`config.mk`:
```
export PLATFORM = sky130hd
export DESIGN_NAME = mips32i_encoder_flat
export DESIGN_NICKNAME = d
export VERILOG_FILES = /design/src/rtl/mips32i_pkg.sv /design/src/rtl/mips32i_encoder_if.sv /design/src/rtl/mips32i_enc_fifo2.sv /design/src/rtl/mips32i_encoder.sv /design/src/flat_wrapper.sv
export SDC_FILE = /design/constraint.sdc
export NUM_CORES = 1
export LEC_CHECK = 0
export CELL_PAD_IN_SITES_DETAIL_PLACEMENT = 1
export CELL_PAD_IN_SITES_GLOBAL_PLACEMENT = 1
export CORE_ASPECT_RATIO = 0.8
export CORE_UTILIZATION = 52
export DETAILED_ROUTE_END_ITERATION = 12
export DONT_BUFFER_PORTS = 1
export PLACE_DENSITY = 0.84
export SYNTH_ARGS = -nofsm -noshare
export SYNTH_HDL_FRONTEND = slang
export SYNTH_SLANG_ARGS = --single-unit
```
`constraint.sdc`:
```
create_clock -name clk -period 3.13 [get_ports clk]
set_input_delay 0.1565 -clock clk [delete_from_list [all_inputs] [get_ports clk]]
set_output_delay 0.1565 -clock clk [all_outputs]
set_load 0.02 [all_outputs]
```
`src/rtl/mips32i_pkg.sv`:
```
// Shared MIPS32 field definitions: format codes, field geometry, common opcodes
// and immediate/target range helpers used by the field encoder and decoder.
package mips32i_pkg;

    typedef enum logic [1:0] {
        FMT_R   = 2'd0,
        FMT_I   = 2'd1,
        FMT_J   = 2'd2,
        FMT_ILL = 2'd3
    } fmt_e;

    localparam int OPCODE_W   = 6;
    localparam int REG_W      = 5;
    localparam int SHAMT_W    = 5;
    localparam int FUNCT_W    = 6;
    localparam int IMM_W      = 16;
    localparam int TARGET_W   = 26;

    localparam int OPCODE_LSB = 26;
    localparam int RS_LSB     = 21;
    localparam int RT_LSB     = 16;
    localparam int RD_LSB     = 11;
    localparam int SHAMT_LSB  = 6;
    localparam int FUNCT_LSB  = 0;

    localparam logic [5:0] OP_RTYPE = 6'h00;
    localparam logic [5:0] OP_J     = 6'h02;
    localparam logic [5:0] OP_ADDI  = 6'h08;
    localparam logic [5:0] FN_ADD   = 6'h20;

    // Value lies in [-32768, 32767] when bits 31..15 are a pure sign extension.
    function automatic logic imm_fits_s16(input logic [31:0] v);
        return (v[31:15] == 17'h0_0000) || (v[31:15] == 17'h1_FFFF);
    endfunction

    function automatic logic imm_fits_u16(input logic [31:0] v);
        return (v[31:16] == 16'h0000);
    endfunction

    // Jump target must be word aligned and reachable within the 256 MB region.
    function automatic logic target_ok(input logic [31:0] v);
        return (v[1:0] == 2'b00) && (v[31:28] == 4'h0);
    endfunction

endpackage

```
`src/rtl/mips32i_encoder_if.sv`:
```
// Field-set input stream, address load port and encoded-word output stream
// of the MIPS32 instruction encoder.
interface mips32i_encoder_if #(parameter int ADDR_W = 32);
    logic              in_valid;
    logic              in_ready;
    logic [1:0]        in_fmt;
    logic [5:0]        in_opcode;
    logic [4:0]        in_rs;
    logic [4:0]        in_rt;
    logic [4:0]        in_rd;
    logic [4:0]        in_shamt;
    logic [5:0]        in_funct;
    logic [31:0]       in_imm;
    logic              in_imm_signed;
    logic              load_addr;
    logic [ADDR_W-1:0] load_val;
    logic              out_valid;
    logic              out_ready;
    logic [31:0]       out_instr;
    logic [ADDR_W-1:0] out_addr;
    logic              out_err;

    modport master (
        output in_valid, in_fmt, in_opcode, in_rs, in_rt, in_rd, in_shamt, in_funct,
               in_imm, in_imm_signed, load_addr, load_val, out_ready,
        input  in_ready, out_valid, out_instr, out_addr, out_err
    );

    modport slave (
        input  in_valid, in_fmt, in_opcode, in_rs, in_rt, in_rd, in_shamt, in_funct,
               in_imm, in_imm_signed, load_addr, load_val, out_ready,
        output in_ready, out_valid, out_instr, out_addr, out_err
    );
endinterface

```
`src/rtl/mips32i_enc_fifo2.sv`:
```
// Two-entry valid/ready buffer. The head entry is a register driven straight
// to the output, and both handshake flags are registered.
module mips32i_enc_fifo2 #(
    parameter int           W         = 65,
    parameter logic [W-1:0] RESET_VAL = {W{1'b0}}
) (
    input  logic         clk,
    input  logic         rst_n,
    input  logic         push_valid,
    input  logic [W-1:0] push_data,
    output logic         push_ready,
    output logic         pop_valid,
    input  logic         pop_ready,
    output logic [W-1:0] pop_data
);

    logic [1:0]   count_r;
    logic [1:0]   count_next_s;
    logic [W-1:0] head_r;
    logic [W-1:0] tail_r;
    logic         ready_r;
    logic         valid_r;
    logic         push_s;
    logic         pop_s;

    assign push_s     = push_valid & ready_r;
    assign pop_s      = valid_r & pop_ready;
    assign push_ready = ready_r;
    assign pop_valid  = valid_r;
    assign pop_data   = head_r;

    // Occupancy after this cycle's push/pop.
    always_comb begin
        count_next_s = count_r;
        case ({push_s, pop_s})
            2'b10:   count_next_s = count_r + 2'd1;
            2'b01:   count_next_s = count_r - 2'd1;
            default: count_next_s = count_r;
        endcase
    end

    // Storage and flags; a push with a pop can only happen at occupancy 1.
    always_ff @(posedge clk or negedge rst_n) begin
        if (!rst_n) begin
            head_r  <= RESET_VAL;
            tail_r  <= {W{1'b0}};
            count_r <= 2'd0;
            ready_r <= 1'b1;
            valid_r <= 1'b0;
        end else begin
            count_r <= count_next_s;
            ready_r <= (count_next_s < 2'd2);
            valid_r <= (count_next_s != 2'd0);
            case ({push_s, pop_s})
                2'b10: begin
                    if (count_r == 2'd0) begin
                        head_r <= push_data;
                    end else begin
                        tail_r <= push_data;
                    end
                end
                2'b01:   head_r <= tail_r;
                2'b11:   head_r <= push_data;
                default: head_r <= head_r;
            endcase
        end
    end

endmodule

```
`src/rtl/mips32i_encoder.sv`:
```
// Packs MIPS32 R/I/J fields into instruction words tagged with a byte address.
// Define MIPS32I_ENC_CHECK_EN to flag out-of-range immediates and jump targets.
module mips32i_encoder
    import mips32i_pkg::*;
#(
    parameter int                ADDR_W     = 32,
    parameter logic [ADDR_W-1:0] RESET_ADDR = {ADDR_W{1'b0}}
) (
    input  logic          clk,
    input  logic          rst_n,
    mips32i_encoder_if.slave bus
);

    localparam int ENTRY_W = 32 + ADDR_W + 1;

    logic [31:0]        instr_s;
    logic               range_err_s;
    logic               err_s;
    logic               accept_s;
    logic [ADDR_W-1:0]  addr_r;
    logic [ADDR_W-1:0]  stamp_s;
    logic [ADDR_W-1:0]  addr_next_s;
    logic [ENTRY_W-1:0] pop_data_s;

    // Field packing; fields outside the selected format are ignored.
    always_comb begin
        instr_s = 32'h0000_0000;
        case (fmt_e'(bus.in_fmt))
            FMT_R:   instr_s = {bus.in_opcode, bus.in_rs, bus.in_rt, bus.in_rd,
                                bus.in_shamt, bus.in_funct};
            FMT_I:   instr_s = {bus.in_opcode, bus.in_rs, bus.in_rt, bus.in_imm[15:0]};
            FMT_J:   instr_s = {bus.in_opcode, bus.in_imm[27:2]};
            default: instr_s = 32'h0000_0000;
        endcase
    end

`ifdef MIPS32I_ENC_CHECK_EN
    // Range checks on the values that packing truncates.
    always_comb begin
        range_err_s = 1'b0;
        case (fmt_e'(bus.in_fmt))
            FMT_I:   range_err_s = bus.in_imm_signed ? !imm_fits_s16(bus.in_imm)
                                                     : !imm_fits_u16(bus.in_imm);
            FMT_J:   range_err_s = !target_ok(bus.in_imm);
            default: range_err_s = 1'b0;
        endcase
    end
`else
    assign range_err_s = 1'b0;
`endif

    assign err_s    = (fmt_e'(bus.in_fmt) == FMT_ILL) | range_err_s;
    assign accept_s = bus.in_valid & bus.in_ready;

    // A load in the accept cycle both stamps this word and rebases the counter.
    always_comb begin
        stamp_s     = bus.load_addr ? bus.load_val : addr_r;
        addr_next_s = addr_r;
        if (accept_s) begin
            addr_next_s = stamp_s + ADDR_W'(3'd4);
        end else if (bus.load_addr) begin
            addr_next_s = bus.load_val;
        end else begin
            addr_next_s = addr_r;
        end
    end

    // Address of the next accepted word.
    always_ff @(posedge clk or negedge rst_n) begin
        if (!rst_n) begin
            addr_r <= RESET_ADDR;
        end else begin
            addr_r <= addr_next_s;
        end
    end

    mips32i_enc_fifo2 #(
        .W         (ENTRY_W),
        .RESET_VAL ({1'b0, RESET_ADDR, 32'h0000_0000})
    ) u_fifo (
        .clk        (clk),
        .rst_n      (rst_n),
        .push_valid (bus.in_valid),
        .push_data  ({err_s, stamp_s, instr_s}),
        .push_ready (bus.in_ready),
        .pop_valid  (bus.out_valid),
        .pop_ready  (bus.out_ready),
        .pop_data   (pop_data_s)
    );

    assign bus.out_instr = pop_data_s[31:0];
    assign bus.out_addr  = pop_data_s[32 +: ADDR_W];
    assign bus.out_err   = pop_data_s[ENTRY_W-1];

endmodule

```
`src/flat_wrapper.sv`:
```
// flat-port wrapper written by rule: the top's interface ports become plain ports
module mips32i_encoder_flat import mips32i_pkg::*;
#(
    parameter int                ADDR_W     = 32,
    parameter logic [ADDR_W-1:0] RESET_ADDR = {ADDR_W{1'b0}}
)
  (clk, rst_n, bus_in_valid, bus_in_fmt, bus_in_opcode, bus_in_rs, bus_in_rt, bus_in_rd, bus_in_shamt, bus_in_funct, bus_in_imm, bus_in_imm_signed, bus_load_addr, bus_load_val, bus_out_ready, bus_in_ready, bus_out_valid, bus_out_instr, bus_out_addr, bus_out_err);
  mips32i_encoder_if #(.ADDR_W(ADDR_W)) bus_i ();
  input  logic clk;
  input  logic rst_n;
  input wire logic [$bits(bus_i.in_valid)-1:0] bus_in_valid;
  input wire logic [$bits(bus_i.in_fmt)-1:0] bus_in_fmt;
  input wire logic [$bits(bus_i.in_opcode)-1:0] bus_in_opcode;
  input wire logic [$bits(bus_i.in_rs)-1:0] bus_in_rs;
  input wire logic [$bits(bus_i.in_rt)-1:0] bus_in_rt;
  input wire logic [$bits(bus_i.in_rd)-1:0] bus_in_rd;
  input wire logic [$bits(bus_i.in_shamt)-1:0] bus_in_shamt;
  input wire logic [$bits(bus_i.in_funct)-1:0] bus_in_funct;
  input wire logic [$bits(bus_i.in_imm)-1:0] bus_in_imm;
  input wire logic [$bits(bus_i.in_imm_signed)-1:0] bus_in_imm_signed;
  input wire logic [$bits(bus_i.load_addr)-1:0] bus_load_addr;
  input wire logic [$bits(bus_i.load_val)-1:0] bus_load_val;
  input wire logic [$bits(bus_i.out_ready)-1:0] bus_out_ready;
  output wire logic [$bits(bus_i.in_ready)-1:0] bus_in_ready;
  output wire logic [$bits(bus_i.out_valid)-1:0] bus_out_valid;
  output wire logic [$bits(bus_i.out_instr)-1:0] bus_out_instr;
  output wire logic [$bits(bus_i.out_addr)-1:0] bus_out_addr;
  output wire logic [$bits(bus_i.out_err)-1:0] bus_out_err;
  assign bus_i.in_valid = bus_in_valid;
  assign bus_i.in_fmt = bus_in_fmt;
  assign bus_i.in_opcode = bus_in_opcode;
  assign bus_i.in_rs = bus_in_rs;
  assign bus_i.in_rt = bus_in_rt;
  assign bus_i.in_rd = bus_in_rd;
  assign bus_i.in_shamt = bus_in_shamt;
  assign bus_i.in_funct = bus_in_funct;
  assign bus_i.in_imm = bus_in_imm;
  assign bus_i.in_imm_signed = bus_in_imm_signed;
  assign bus_i.load_addr = bus_load_addr;
  assign bus_i.load_val = bus_load_val;
  assign bus_i.out_ready = bus_out_ready;
  assign bus_in_ready = bus_i.in_ready;
  assign bus_out_valid = bus_i.out_valid;
  assign bus_out_instr = bus_i.out_instr;
  assign bus_out_addr = bus_i.out_addr;
  assign bus_out_err = bus_i.out_err;
  mips32i_encoder #(.ADDR_W(ADDR_W), .RESET_ADDR(RESET_ADDR)) u_core (.clk(clk), .rst_n(rst_n), .bus(bus_i));
endmodule
```
==> out/metrics.yaml <==
wl_um: 21360
period_share_pct: 76.05
async_flop_share_pct: 100.0
worstSetupPathType: "reg -> reg"
finish.net_count: 952
cts_inserted_buffers: 17
syn_avg_cell_area_um2: 9.418
crit_fanout: 52
slew_headroom_pct: 25.28
synth_warnings: 0
firstDrtPassIters: 4
timing.rr.start: "u_core.u_fifo.push_ready"
vias_per_cell: 5.884
grt_max_degree: 167
synth_seq_cells: 166
setup-tns-final_ns: 0
clk_path_buf_depth: 2
power_density_mw_per_mm2: 891.6
worstMarginPinSlew_ns: 1.116
hold_viol: 166
grt_setup_unrepaired: "no"
cp_data_required_time_ns: 3.42
slew_violations: 0
synth_cell_types: 47
seq_area_mm2: 0.004155
synthToLayoutAreaGrowth_pct: 13.97
grt_pass1_wl_um: 34870
postCtsHoldBufs: 45
fin_util_pct: 61.69
seq_area_frac_synth_pct: 52.97
place.gp.congestion: 0.8581
hold_path_class: "in -> async"
leakage_nw: 3.910
grt_usage_pct: 28.75
drive_above_1_share_pct: 7.118
rows: 39
grt-ovfl-total: 0
max-vdd-ir-drop_mv: 0.4805
grt_pass1_vias: 6713
cts_tree: "done"
post_cts_buffers: 0
syn_inst: 833
path_clk_slew_ns: 0.07
first_iter_violations: 343
clock_sinks: 166
die_area_mm2: 0.01558
violations: "negative hold slack"
fmax_mhz: 420.1
crit_path_start: "u_core.u_fifo.push_ready"
fin_skew_ns: 0.01357
clkLatencyLatePin_ns: 0.43
coreArea_mm2: 0.01449
port_buffers: 0
p_total_mw: 7.972
antenna_found_initial: 1
wl_per_cell_um: 20.50
ys_top_cells_by_area: "dfrtp_1 53%, o21ai_0 8.4%, nand2_1 7.2%"
ios: 171
drc: 0
multi_input_area_mm2: 0.003445
cp.arrival_ns: 2.67
status: "finished, violations left"
synth_top_area_share_pct: 52.63
initial_core_util_pct: 54.13
vias: 6131
cp-end-kind: "register"
finalCriticalPeriod_ns: 2.380
root_buffer: "clkbuf_16"
nFillCells: 1580
hpwlAfterDp_um: 12980
ant_nets: 0
htree_levels: 4
syn-num-nets: 941
synth_edf_count: 0
netlist_area_mm2: 0.007845
die-height_um: 111.9
timing.max_cap.violations: 0
timing.hold.ws_ns: -0.5888
synth_flop_cell: "dfrtp_1"
synth_top_cell_by_area: "dfrtp_1"
finalSetupViolCount: 0
die_x_um: 139.3
critPathLaunchType: "register"
-- cell families after synthesis --
kind of cell	Yosys count	share of synthesized area, %
AO/OA/AOI/OAI	240	17.05
XOR/XNOR	32	3.573
adder cells (fa/ha/maj)	4	0.6380
buffers and inverters	66	3.557
flip-flops	166	52.97
multiplexers	46	5.981
AND/OR/NAND/NOR	279	16.24
-- where the power goes --
group | leakage [nW] | internal, mW | switching (mW)
combinational | 1.57 | 0.675 | 1.23
sequential | 2.07 | 3.00 | 1.04
clock | 0.272 | 1.13 | 0.908
total | 3.91 | 4.80 | 3.17
-- worst max-delay path, stage by stage (launching register included) --
cell      delay, ns
dfstp_2        0.62
nand2_1        0.27
inv_1          0.12
ha_1           0.19
o21ai_4        0.08
nand2b_4       0.41
buf_4          0.37
o21ai_0        0.17
-- stage by stage --
stage	area, µm²	std cells	setup WS [ns]	hold slack (ns)
finish	8941	1042	0.7497	-0.5888
global route	8941	1042	0.5654	-0.6049
CTS	8939	1041	0.7121	-0.5982
detailed placement	7923	964	0.7026	-0.1352
global placement	7923	964	0.8410	-0.1348
floorplan	7845	833	0.9387	-0.1391
-- state kept, by name, summed over array words and instances, names as in the netlist --
signal,flops
u_core.addr_r,32
u_core.u_fifo.pop_valid,1
u_core.u_fifo.count_r,2
u_core.u_fifo.tail_r,65
u_core.u_fifo.push_ready,1
u_core.u_fifo.pop_data,65
-- worst paths after layout --
check	endpoint	cells after the start	slack [ns]
max in group asynchronous	u_core.u_fifo.tail_r[25]	0	3.46
min in group clk	u_core.addr_r[8]	2	0.01
min reg2reg	u_core.u_fifo.tail_r[46]	2	0.48
max reg2reg	u_core.u_fifo.pop_data[46]	7	0.75
min	u_core.u_fifo.pop_data[22]	0	-0.59
max	u_core.u_fifo.pop_data[46]	7	0.75
-- synth_stat cells, types with 2 or more instances --
cell and instances:
dfrtp_1 165, nand2_1 151, o21ai_0 131, a21oi_1 80, nor2_1 73, clkbuf_1 43
mux2i_1 43, xnor2_1 24, a2bb2oi_1 16, nor2b_1 14, nor3_1 9, inv_1 8
xor2_1 8, nand3_1 7, buf_1 6, buf_2 4, ha_1 4, nand3b_1 4
nand4_1 4, buf_4 3, nor4_2 3, a211oi_4 2, a31oi_1 2, a32o_1 2
buf_6 2, mux2i_2 2, nand3_2 2, nand4b_4 2
-- per-layer routing --
layer | GRT usage, % | vias to the layer above | wire [µm]
li1 | - | 2859 | -
met1 | 35.32 | 3073 | 9026
met2 | 48.38 | 162 | 10700
met3 | 7.785 | 37 | 1203
met4 | 11.26 | 0 | 432
met5 | 0 | - | 0
-- cells in the final DEF (no fill, tap or decap), types with 2 or more instances in the layout --
cell type	instances
mux2i_2	2
a211oi_4	2
clkinvlp_4	3
inv_6	3
xor2_1	8
a21oi_1	80
inv_1	8
xnor2_1	24
nand4_1	4
a31oi_1	2
nor3_1	9
buf_4	3
a2bb2oi_1	16
nand3_1	7
nand2_1	151
nand4b_4	2
ha_1	3
clkinv_4	2
nor2_1	73
nand3b_1	4
nand3_2	2
o21ai_0	131
dlygate4sd3_1	45
nor2b_1	13
nor4_2	3
mux2i_1	43
a32o_1	2
dfrtp_1	165
buf_12	2
clkbuf_16	17
clkinv_2	3
-- area by class of cell --
| type | instances | share of cell area (%) |
|---|---|---|
| clock inverters | 13 | 1.371 |
| flip-flops and latches | 166 | 46.47 |
| clock buffers | 19 | 4.954 |
| diodes | 1 | 0.02799 |
| repair buffers | 50 | 5.737 |
| inverters | 8 | 0.3359 |
| well taps | 184 | 2.575 |
| multi-input cells | 601 | 38.52 |
-- what timing repair did --
item / in CTS / in global routing
hold endpoints to repair: 206 / 166
gates resized for setup: 0 / 0
setup endpoints to repair: 0 / 0
Power figures use the tool's default switching activity.
